`config.mk`:
```
export PLATFORM = sky130hd
export DESIGN_NAME = pipeline_ctrl_unit
export DESIGN_NICKNAME = d
export VERILOG_FILES = /design/src/rtl/pipeline_ctrl_unit_pkg.sv /design/src/rtl/pipeline_ctrl_unit_hazard_detect.sv /design/src/rtl/pipeline_ctrl_unit.sv
export SDC_FILE = /design/constraint.sdc
export NUM_CORES = 1
export LEC_CHECK = 0
export CAP_MARGIN = 20
export CORE_MARGIN = 2
export CORE_UTILIZATION = 42
export DETAILED_ROUTE_END_ITERATION = 16
export PLACE_DENSITY = 0.82
export SYNTH_ARGS = -nofsm -noshare
export SYNTH_HDL_FRONTEND = slang
export SYNTH_HIERARCHICAL = 1
export SYNTH_SLANG_ARGS = --single-unit
```
`constraint.sdc`:
```
create_clock -name clock_i -period 2.49 [get_ports clock_i]
set_clock_uncertainty 0.2 [all_clocks]
set_input_delay 0.498 -clock clock_i [delete_from_list [all_inputs] [get_ports clock_i]]
set_output_delay 0.498 -clock clock_i [all_outputs]
set_load 0.02 [all_outputs]
```
`src/rtl/pipeline_ctrl_unit_pkg.sv`:
```
// ---------------------------------------------------------------------------
// pipeline_ctrl_unit_pkg
// Shared definitions for the pipeline sequencer: default widths, the encoding
// of the run mode sampled at start, and the sequencer state encoding.
// No ports; imported by pipeline_ctrl_unit and hazard_detect.
// ---------------------------------------------------------------------------
package pipeline_ctrl_unit_pkg;

  localparam int NB_PC     = 7;
  localparam int NB_REG    = 5;
  localparam int NB_CYCLES = 32;

  localparam logic MODE_RUN  = 1'b0;
  localparam logic MODE_STEP = 1'b1;

  typedef enum logic [2:0] {
    IDLE      = 3'd0,
    RUN       = 3'd1,
    STEP_WAIT = 3'd2,
    STEP_EXEC = 3'd3,
    HALTED    = 3'd4
  } ctrlState_e;

  // Only RUN and the single STEP_EXEC cycle are allowed to move the pipeline;
  // every other state keeps the inter-stage registers frozen.
  function automatic logic isAdvancingState(ctrlState_e state);
    return (state == RUN) || (state == STEP_EXEC);
  endfunction

endpackage

```
`src/rtl/pipeline_ctrl_unit_hazard_detect.sv`:
```
// ---------------------------------------------------------------------------
// hazard_detect
// Purely combinational load-use detector. Flags the case where the load now
// in execute writes a register that the instruction in decode reads.
// Ports:
//   exMemRead_i : instruction in execute is a load
//   exRt_i      : destination register of that load
//   idRs_i      : rs of the instruction in decode
//   idRt_i      : rt of the instruction in decode
//   loadUse_o   : decode must wait one cycle for the load data
// ---------------------------------------------------------------------------
module hazard_detect
  import pipeline_ctrl_unit_pkg::*;
#(
  parameter int NB_REG = pipeline_ctrl_unit_pkg::NB_REG
) (
  input  logic              exMemRead_i,
  input  logic [NB_REG-1:0] exRt_i,
  input  logic [NB_REG-1:0] idRs_i,
  input  logic [NB_REG-1:0] idRt_i,
  output logic              loadUse_o
);

  // Register zero is hardwired, so a load targeting it never creates a
  // real dependency and must not cost a stall cycle.
  always_comb begin
    loadUse_o = exMemRead_i
              && (exRt_i != '0)
              && ((exRt_i == idRs_i) || (exRt_i == idRt_i));
  end

endmodule

```
`src/rtl/pipeline_ctrl_unit.sv`:
```
// ---------------------------------------------------------------------------
// pipeline_ctrl_unit
// Central sequencer for the 5-stage MIPS pipeline. Runs the pipeline either
// continuously or one cycle per step pulse, stops for good on HALT, inserts
// load-use stalls, flushes IF/ID on taken branches and counts advanced cycles.
// Ports:
//   clock_i, reset_i        : clock, synchronous active-low reset
//   start_i, mode_i         : start pulse; mode (0 run, 1 step) sampled with it
//   step_i                  : advance one cycle while in step mode
//   halt_detected_i         : HALT present in writeback
//   id_rs_i, id_rt_i        : source registers of the decode instruction
//   ex_mem_read_i, ex_rt_i  : load in execute and its destination register
//   branch_taken_i          : branch/jump resolved taken
//   en_pipeline_o           : global inter-stage register enable
//   pc_write_o, if_id_en_o  : PC and IF/ID enables (dropped during a stall)
//   if_id_flush_o           : load a NOP into IF/ID
//   id_ex_bubble_o          : load NOP controls into ID/EX
//   running_o, halted_o     : status flags
//   cycle_count_o           : saturating count of advanced cycles
// ---------------------------------------------------------------------------
module pipeline_ctrl_unit
  import pipeline_ctrl_unit_pkg::*;
#(
  parameter int NB_REG    = pipeline_ctrl_unit_pkg::NB_REG,
  parameter int NB_CYCLES = pipeline_ctrl_unit_pkg::NB_CYCLES
) (
  input  logic                 clock_i,
  input  logic                 reset_i,
  input  logic                 start_i,
  input  logic                 mode_i,
  input  logic                 step_i,
  input  logic                 halt_detected_i,
  input  logic [NB_REG-1:0]    id_rs_i,
  input  logic [NB_REG-1:0]    id_rt_i,
  input  logic                 ex_mem_read_i,
  input  logic [NB_REG-1:0]    ex_rt_i,
  input  logic                 branch_taken_i,
  output logic                 en_pipeline_o,
  output logic                 pc_write_o,
  output logic                 if_id_en_o,
  output logic                 if_id_flush_o,
  output logic                 id_ex_bubble_o,
  output logic                 running_o,
  output logic                 halted_o,
  output logic [NB_CYCLES-1:0] cycle_count_o
);

  ctrlState_e           state_q;
  ctrlState_e           state_d;
  logic [NB_CYCLES-1:0] cycleCount_q;
  logic [NB_CYCLES-1:0] cycleCount_d;
  logic                 loadUse;
  logic                 advance;
  logic                 stall;

  hazard_detect #(
    .NB_REG (NB_REG)
  ) uHazardDetect (
    .exMemRead_i (ex_mem_read_i),
    .exRt_i      (ex_rt_i),
    .idRs_i      (id_rs_i),
    .idRt_i      (id_rt_i),
    .loadUse_o   (loadUse)
  );

  // The pipeline moves only in an advancing state, and never in the cycle the
  // HALT reaches writeback. A taken branch already discards the younger
  // instruction, so it takes precedence over the load-use stall.
  always_comb begin
    advance        = isAdvancingState(state_q) && !halt_detected_i;
    stall          = advance && loadUse && !branch_taken_i;
    en_pipeline_o  = advance;
    pc_write_o     = advance && !stall;
    if_id_en_o     = advance && !stall;
    if_id_flush_o  = advance && branch_taken_i;
    id_ex_bubble_o = stall;
    running_o      = (state_q == RUN) || (state_q == STEP_WAIT) || (state_q == STEP_EXEC);
    halted_o       = (state_q == HALTED);
    cycle_count_o  = cycleCount_q;
  end

  // Sequencer next state. The run mode lives only in which state we enter
  // from IDLE, so later mode_i changes cannot affect a running program.
  // HALT beats a simultaneous step, and STEP_EXEC always lasts exactly one
  // cycle regardless of step_i. HALTED is left only through reset.
  always_comb begin
    state_d = state_q;
    unique case (state_q)
      IDLE: begin
        if (start_i) begin
          state_d = (mode_i == MODE_STEP) ? STEP_WAIT : RUN;
        end
      end
      RUN: begin
        if (halt_detected_i) begin
          state_d = HALTED;
        end
      end
      STEP_WAIT: begin
        if (halt_detected_i) begin
          state_d = HALTED;
        end else if (step_i) begin
          state_d = STEP_EXEC;
        end
      end
      STEP_EXEC: begin
        state_d = halt_detected_i ? HALTED : STEP_WAIT;
      end
      HALTED: begin
        state_d = HALTED;
      end
      default: begin
        state_d = IDLE;
      end
    endcase
  end

  // Cycle counter: cleared when a new program starts, then bumped on every
  // advancing cycle (stalls included) and held at all-ones once saturated.
  always_comb begin
    cycleCount_d = cycleCount_q;
    if ((state_q == IDLE) && start_i) begin
      cycleCount_d = '0;
    end else if (advance && (cycleCount_q != '1)) begin
      cycleCount_d = cycleCount_q + 1'b1;
    end
  end

  // State and counter registers with synchronous active-low reset; a reset in
  // the middle of a run or a pending step simply drops everything back to IDLE.
  always_ff @(posedge clock_i) begin
    if (!reset_i) begin
      state_q      <= IDLE;
      cycleCount_q <= '0;
    end else begin
      state_q      <= state_d;
      cycleCount_q <= cycleCount_d;
    end
  end

endmodule

```
=== Word-level counts from Yosys, hierarchy flattened ===
Index checks and enable logic that the tools add are counted.

* Bits in registers: 35
* Input bits: 23
* Output and inout port bits: 39
* Word-level logic and storage cells: 41

* Add/sub/neg operators: 1
* Equal/unequal tests: 10
* Multiplexer cells: 7
* Bitwise gates (word level): 1
* Reductions and logical operators: 20

{| class="wikitable"
|+ Operators by type and width
! operator !! number
|-
| adder 32 x 1 -> 32 bit (second input constant) || 1
|-
| inequality test 32 bit (second input constant) || 1
|-
| 2-to-1 mux 3 bit || 5
|-
| one-hot mux 3 bit (5 select lines) || 1
|-
| equality test 5 bit || 2
|-
| logical AND 1 bit || 9
|-
| equality test 3 x 2 -> 1 bit (second input constant) || 2
|-
| nonzero test 5 bit || 1
|-
| logical OR 1 bit || 4
|-
| inequality test 2 bit (second input constant) || 2
|-
| equality test 3 x 1 -> 1 bit (second input constant) || 1
|-
| equality test 3 bit (second input constant) || 1
|-
| zero test 1 bit || 3
|-
| zero test 3 bit || 1
|-
| inequality test 3 bit (second input constant) || 1
|-
| AND reduction 3 bit || 1
|-
| 2-to-1 mux 2 bit || 1
|-
| OR reduction 2 bit || 1
|-
| NOT 1 bit || 1
|}

=== Logic depth before layout (Yosys ltp) ===
* Depth in word-level cells: 7
* Depth in mapped cells: 8
* Mapped depth without buffers: 6

=== Hierarchy ===
The synthesis kept the hierarchy.

{| class="wikitable"
|+ Modules (own cells, without submodules)
! module !! instances !! cells an instance !! area each (µm²) !! seq. area each (µm²)
|-
| pipeline_ctrl_unit || 1 || 229 || 1881.8 || 700.7
|-
| hazard_detect || 1 || 17 || 125.1 || 0.0
|}

=== Least setup slack after synthesis ===
Ideal clock, no wire load.

* Kind: in2out
* Start: in ex_rt_i[1]
* End: out pc_write_o
* Data arrival time: 1.816 ns
* Required time: 1.792 ns
* Setup slack: -0.024 ns
* Stages on the path: 5
* Buffers on the path: 1
* Path through: or4_1 > o21ai_1 > a21oi_1 > a21oi_1 > buf_4

* Longest elaborated chain between the ends: 7
* Elaborated cells between the ends (all ways): 10
* Classes of those cells: 2 x eq/ne; 8 x reduce/logical

{| class="wikitable"
|+ RTL lines
! what !! RTL line !! source
|-
| from (decl) || pipeline_ctrl_unit.sv:36 || <nowiki>input logic [NB_REG-1:0] ex_rt_i,</nowiki>
|-
| equality test 5 bit / nonzero test 5 bit (equally long branches) || pipeline_ctrl_unit_hazard_detect.sv:29, pipeline_ctrl_unit_hazard_detect.sv:28 ||
|-
| logical OR 1 bit / logical AND 1 bit (equally long branches) || pipeline_ctrl_unit_hazard_detect.sv:29, pipeline_ctrl_unit_hazard_detect.sv:28 ||
|-
| logical AND 1 bit * || pipeline_ctrl_unit_hazard_detect.sv:29 || <nowiki>&& ((exRt_i == idRs_i) || (exRt_i == idRt_i));</nowiki>
|-
| net loadUse || pipeline_ctrl_unit.sv:52 || <nowiki>logic loadUse;</nowiki>
|-
| logical AND 1 bit * (2 in a row) || pipeline_ctrl_unit.sv:71 || <nowiki>stall = advance && loadUse && !branch_taken_i;</nowiki>
|-
| zero test 1 bit * || n/a ||
|-
| logical AND 1 bit * || n/a ||
|-
| to (decl) || pipeline_ctrl_unit.sv:39 || <nowiki>output logic pc_write_o,</nowiki>
|}

The timed path passes the listed nets; every way through them passes the cells marked *.

=== Worst setup path in the final report ===
* Start: in id_rs_i[1]
* End: out id_ex_bubble_o

* Longest elaborated chain between the ends: 5

{| class="wikitable"
|+ RTL lines
! what !! RTL line !! source
|-
| from (decl) || pipeline_ctrl_unit.sv:33 || <nowiki>input logic [NB_REG-1:0] id_rs_i,</nowiki>
|-
| equality test 5 bit || pipeline_ctrl_unit_hazard_detect.sv:29 ||
|-
| logical OR 1 bit || pipeline_ctrl_unit_hazard_detect.sv:29 ||
|-
| logical AND 1 bit || pipeline_ctrl_unit_hazard_detect.sv:29 ||
|-
| net loadUse || pipeline_ctrl_unit.sv:52 ||
|-
| logical AND 1 bit (2 in a row) || pipeline_ctrl_unit.sv:71 ||
|-
| to (decl) || pipeline_ctrl_unit.sv:42 || <nowiki>output logic id_ex_bubble_o,</nowiki>
|}

The timed path passes the listed nets, and every way through them passes these cells.

==> impl_metrics.yaml <==
status:
  status: "finished, final reports clean"
placed_design:
  dpl_cell_area_sq_um: 2810
  dp_hpwl_um: 4100
  pre_cts_ws_ns: -0.710
  gp_congestion: 0.821
  portBuffers: 61
pwr:
  total_leakage_power_nw: 1.09
  clockPowerShare_pct: 36.4
  p_seq_share_pct: 50.3
  switching_power_mw: 0.294
  p_total_mw: 1.13
  switching_share_pct: 26.1
  p_int_mw: 0.834
  peakVddDrop_mv: 0.217
  combPwrFrac_pct: 13.3
  powerDensity_nw_per_um2: 387
clock_tree:
  cts_hold_repair.buffers: 0
  cts.sink_count: 35
  cts_max_level: 2
  clk_pin_slew_ns: 0.08
  clock-root-buffer: "clkbuf_8"
  cts_tree: "built"
  numCtsBuffers: 5
  cts.path.max_buffers: 2
  worstSkewPairLatency_ns: 0.30
critical_path:
  crit_path_start_kind: "input pin"
  rrSetupSlack_ns: 0.21
  r2r_end: "cycle_count_o[28]"
  worstPathArrival_ns: 1.72
  critPathLaunch: "id_rs_i[1]"
  crit_buf_inv: 2
  crit_path_max_incr_delay_ns: 0.47
  cp.required_ns: 1.79
  crit_path_end: "id_ex_bubble_o"
  crit_type: "in2out"
  worstPathCellList: "clkdlybuf4s50_1 > xnor2_1 > nand3_1 > a21oi_2 > and3_4 > buf_6"
  ff2ff_path_depth: 7
  crit_path_max_fanout: 2
  r2r_start: "cycle_count_o[0]"
  crit_family: "buffers and inverters"
  cp-end-kind: "output pin"
  slowest_stage: "clkdlybuf4s50_1"
  cp.depth: 6
global_routing:
  antenna_found_initial: 0
  grt_pass1_wl_um: 9110
  grt_max_degree: 15
  grt_pass1_vias: 2087
  grt_overflow_total: 0
  grt_usage_pct: 21.5
synth:
  synth-seq-area-share_pct: 34.9
  synthArstFlopShare_pct: 0
  ys_types: 44
  synth_cells: 246
  syn_area_sq_um: 2010
  synth_edf_count: 0
  ys_ff_latch: 35
  yosys_warnings: 6
  dominantRegCellSynth: "dfxtp_1"
  syn_nets: 270
  avgSynthCellArea_sq_um: 8.16
floorplanning:
  core_area_sq_um: 4660
  fp.dieH_um: 73.1
  start_util_pct: 43.1
  dieArea_sq_um: 5350
  die_w_um: 73.1
  ios: 62
  num_rows: 25
cells_and_area:
  multi_input_area_sq_um: 1240
  synthToLayoutAreaGrowth_pct: 45.0
  drive_above_1_share_pct: 18.2
  final_nets: 353
  fin_area_sq_um: 2910
  fillers: 398
  final_cell_mix: "clkdlybuf4s50_1 (42), dfxtp_1 (35), buf_4 (24)"
  final_common_cell: "clkdlybuf4s50_1"
  diodes: 0
  seqCellArea_sq_um: 701
route:
  post_drt_wl_per_cell_um: 14.5
  drc: 0
  routed_via_density: 5.64
  drt_iter0_markers: 112
  ant_nets: 0
  firstDrtPassIters: 4
  vias: 2167
  wl_um: 5570
sta:
  min_period_ns: 2.42
  fmax_ghz: 0.413
  slew_headroom_pct: 65.4
  rsz0062_at_grt: "true"
  fin_hold_ws_ns: 0.313
  drv_slew: 0
  worst_pin_slew_ns: 0.519
  finalSetupTns_ns: 0
  hold_viol: 0
  fin_crit_sh_pct: 97.3
  finalWorstSetupSlack_ns: 0.0677
  setup_viol: 0
flow_run:
  maxCapViolCount: 0
hold_path:
  hold_class: "reg2reg"
[state kept, by name, summed over array words and instances, names as in the netlist]
signal         count
state_q            3
cycle_count_o     32
[metal layers]
layer / GRT usage (%) / up-vias / part of all wire [%]
met5: 0 / - / 0
met4: 10.1 / 0 / 2.0
met3: 4.70 / 10 / 3.9
met2: 34.9 / 58 / 50
met1: 26.8 / 1023 / 44
li1: - / 1076 / -
[cell usage after synthesis, types with 3 or more instances]
library cell | count | area share (%)
a31oi_1 | 3 | 0.94
inv_1 | 8 | 1.5
nor3_1 | 5 | 1.2
nand4_1 | 10 | 3.1
nand2_1 | 21 | 3.9
o211ai_1 | 3 | 1.1
xor2_1 | 8 | 3.5
xnor2_1 | 12 | 5.2
or3_1 | 11 | 3.4
o21ai_0 | 11 | 2.7
or4_1 | 8 | 3.0
and3_1 | 7 | 2.2
and4_1 | 4 | 1.7
nand3_1 | 16 | 4.0
a21oi_1 | 22 | 5.5
nor2_1 | 20 | 3.7
buf_2 | 3 | 0.75
dfxtp_1 | 35 | 35
clkbuf_1 | 3 | 0.56
o31ai_1 | 4 | 1.5
[metrics by stage]
stage                     std cells  util [%]
after floorplan                 246         -
after global placement          374      60.2
after detailed placement        374      60.2
after CTS                       382      62.0
after global routing            384      62.4
final                           384      62.4
[power by group through the flow]
stage | logic (mW) | clock network, mW | registers [mW]
after floorplan | 0.0684 | 0 | 0.580
after global placement | 0.149 | 0 | 0.580
after detailed placement | 0.152 | 0 | 0.580
after CTS | 0.149 | 0.410 | 0.567
after global routing | 0.162 | 0.439 | 0.567
final | 0.150 | 0.411 | 0.567
[worst min-delay path by stage]
stage,end,depth (start not counted),slack (ns),start
after floorplan,state_q[2],2,0.27,state_q[2]
after global placement,cycle_count_o[30],2,0.28,cycle_count_o[30]
after detailed placement,cycle_count_o[31],2,0.30,cycle_count_o[31]
after CTS,cycle_count_o[31],2,0.32,cycle_count_o[31]
after global routing,cycle_count_o[17],2,0.34,cycle_count_o[17]
final,cycle_count_o[1],2,0.31,cycle_count_o[1]
[cells by family (layout without fill, tap and decap cells)]
| kind of cell | count (synthesis) | in the layout | synth area share (%) |
|---|---|---|---|
| AO/OA/AOI/OAI | 55 | 55 | 17.5 |
| XOR/XNOR | 20 | 20 | 8.73 |
| adder cells (fa/ha/maj) | 1 | 1 | 0.623 |
| buffers and inverters | 19 | 103 | 4.49 |
| flip-flops | 35 | 35 | 34.9 |
| multiplexers | 2 | 2 | 0.998 |
| AND/OR/NAND/NOR | 114 | 114 | 32.8 |
[layout make-up]
class                   count  share of cell area [%]
flip-flops and latches     35                    24.1
repair buffers             86                    27.0
clock inverters             1                   0.172
clock buffers               7                    2.62
inverters                   9                    1.16
multi-input cells         192                    42.6
well taps                  54                    2.32
[worst reg2reg max path: cells and delay by family, from the launching register on]
kind | cells | cell delay [ns]
and+or+nand+nor | 3 | 0.84
DFF | 1 | 0.42
AOI/OAI and AO/OA | 2 | 0.31
adders and majority gates | 1 | 0.26
buffers and inverters | 1 | 0.19
[repair_timing]
item / CTS / global route
pin swaps: 10 / 15
buffers inserted: 0 / 2
gates cloned: 0 / 0
gates resized for setup: 43 / 13
endpoints found under the setup margin: 21 / 18
Note: power is estimated with default switching activity, not from simulation.
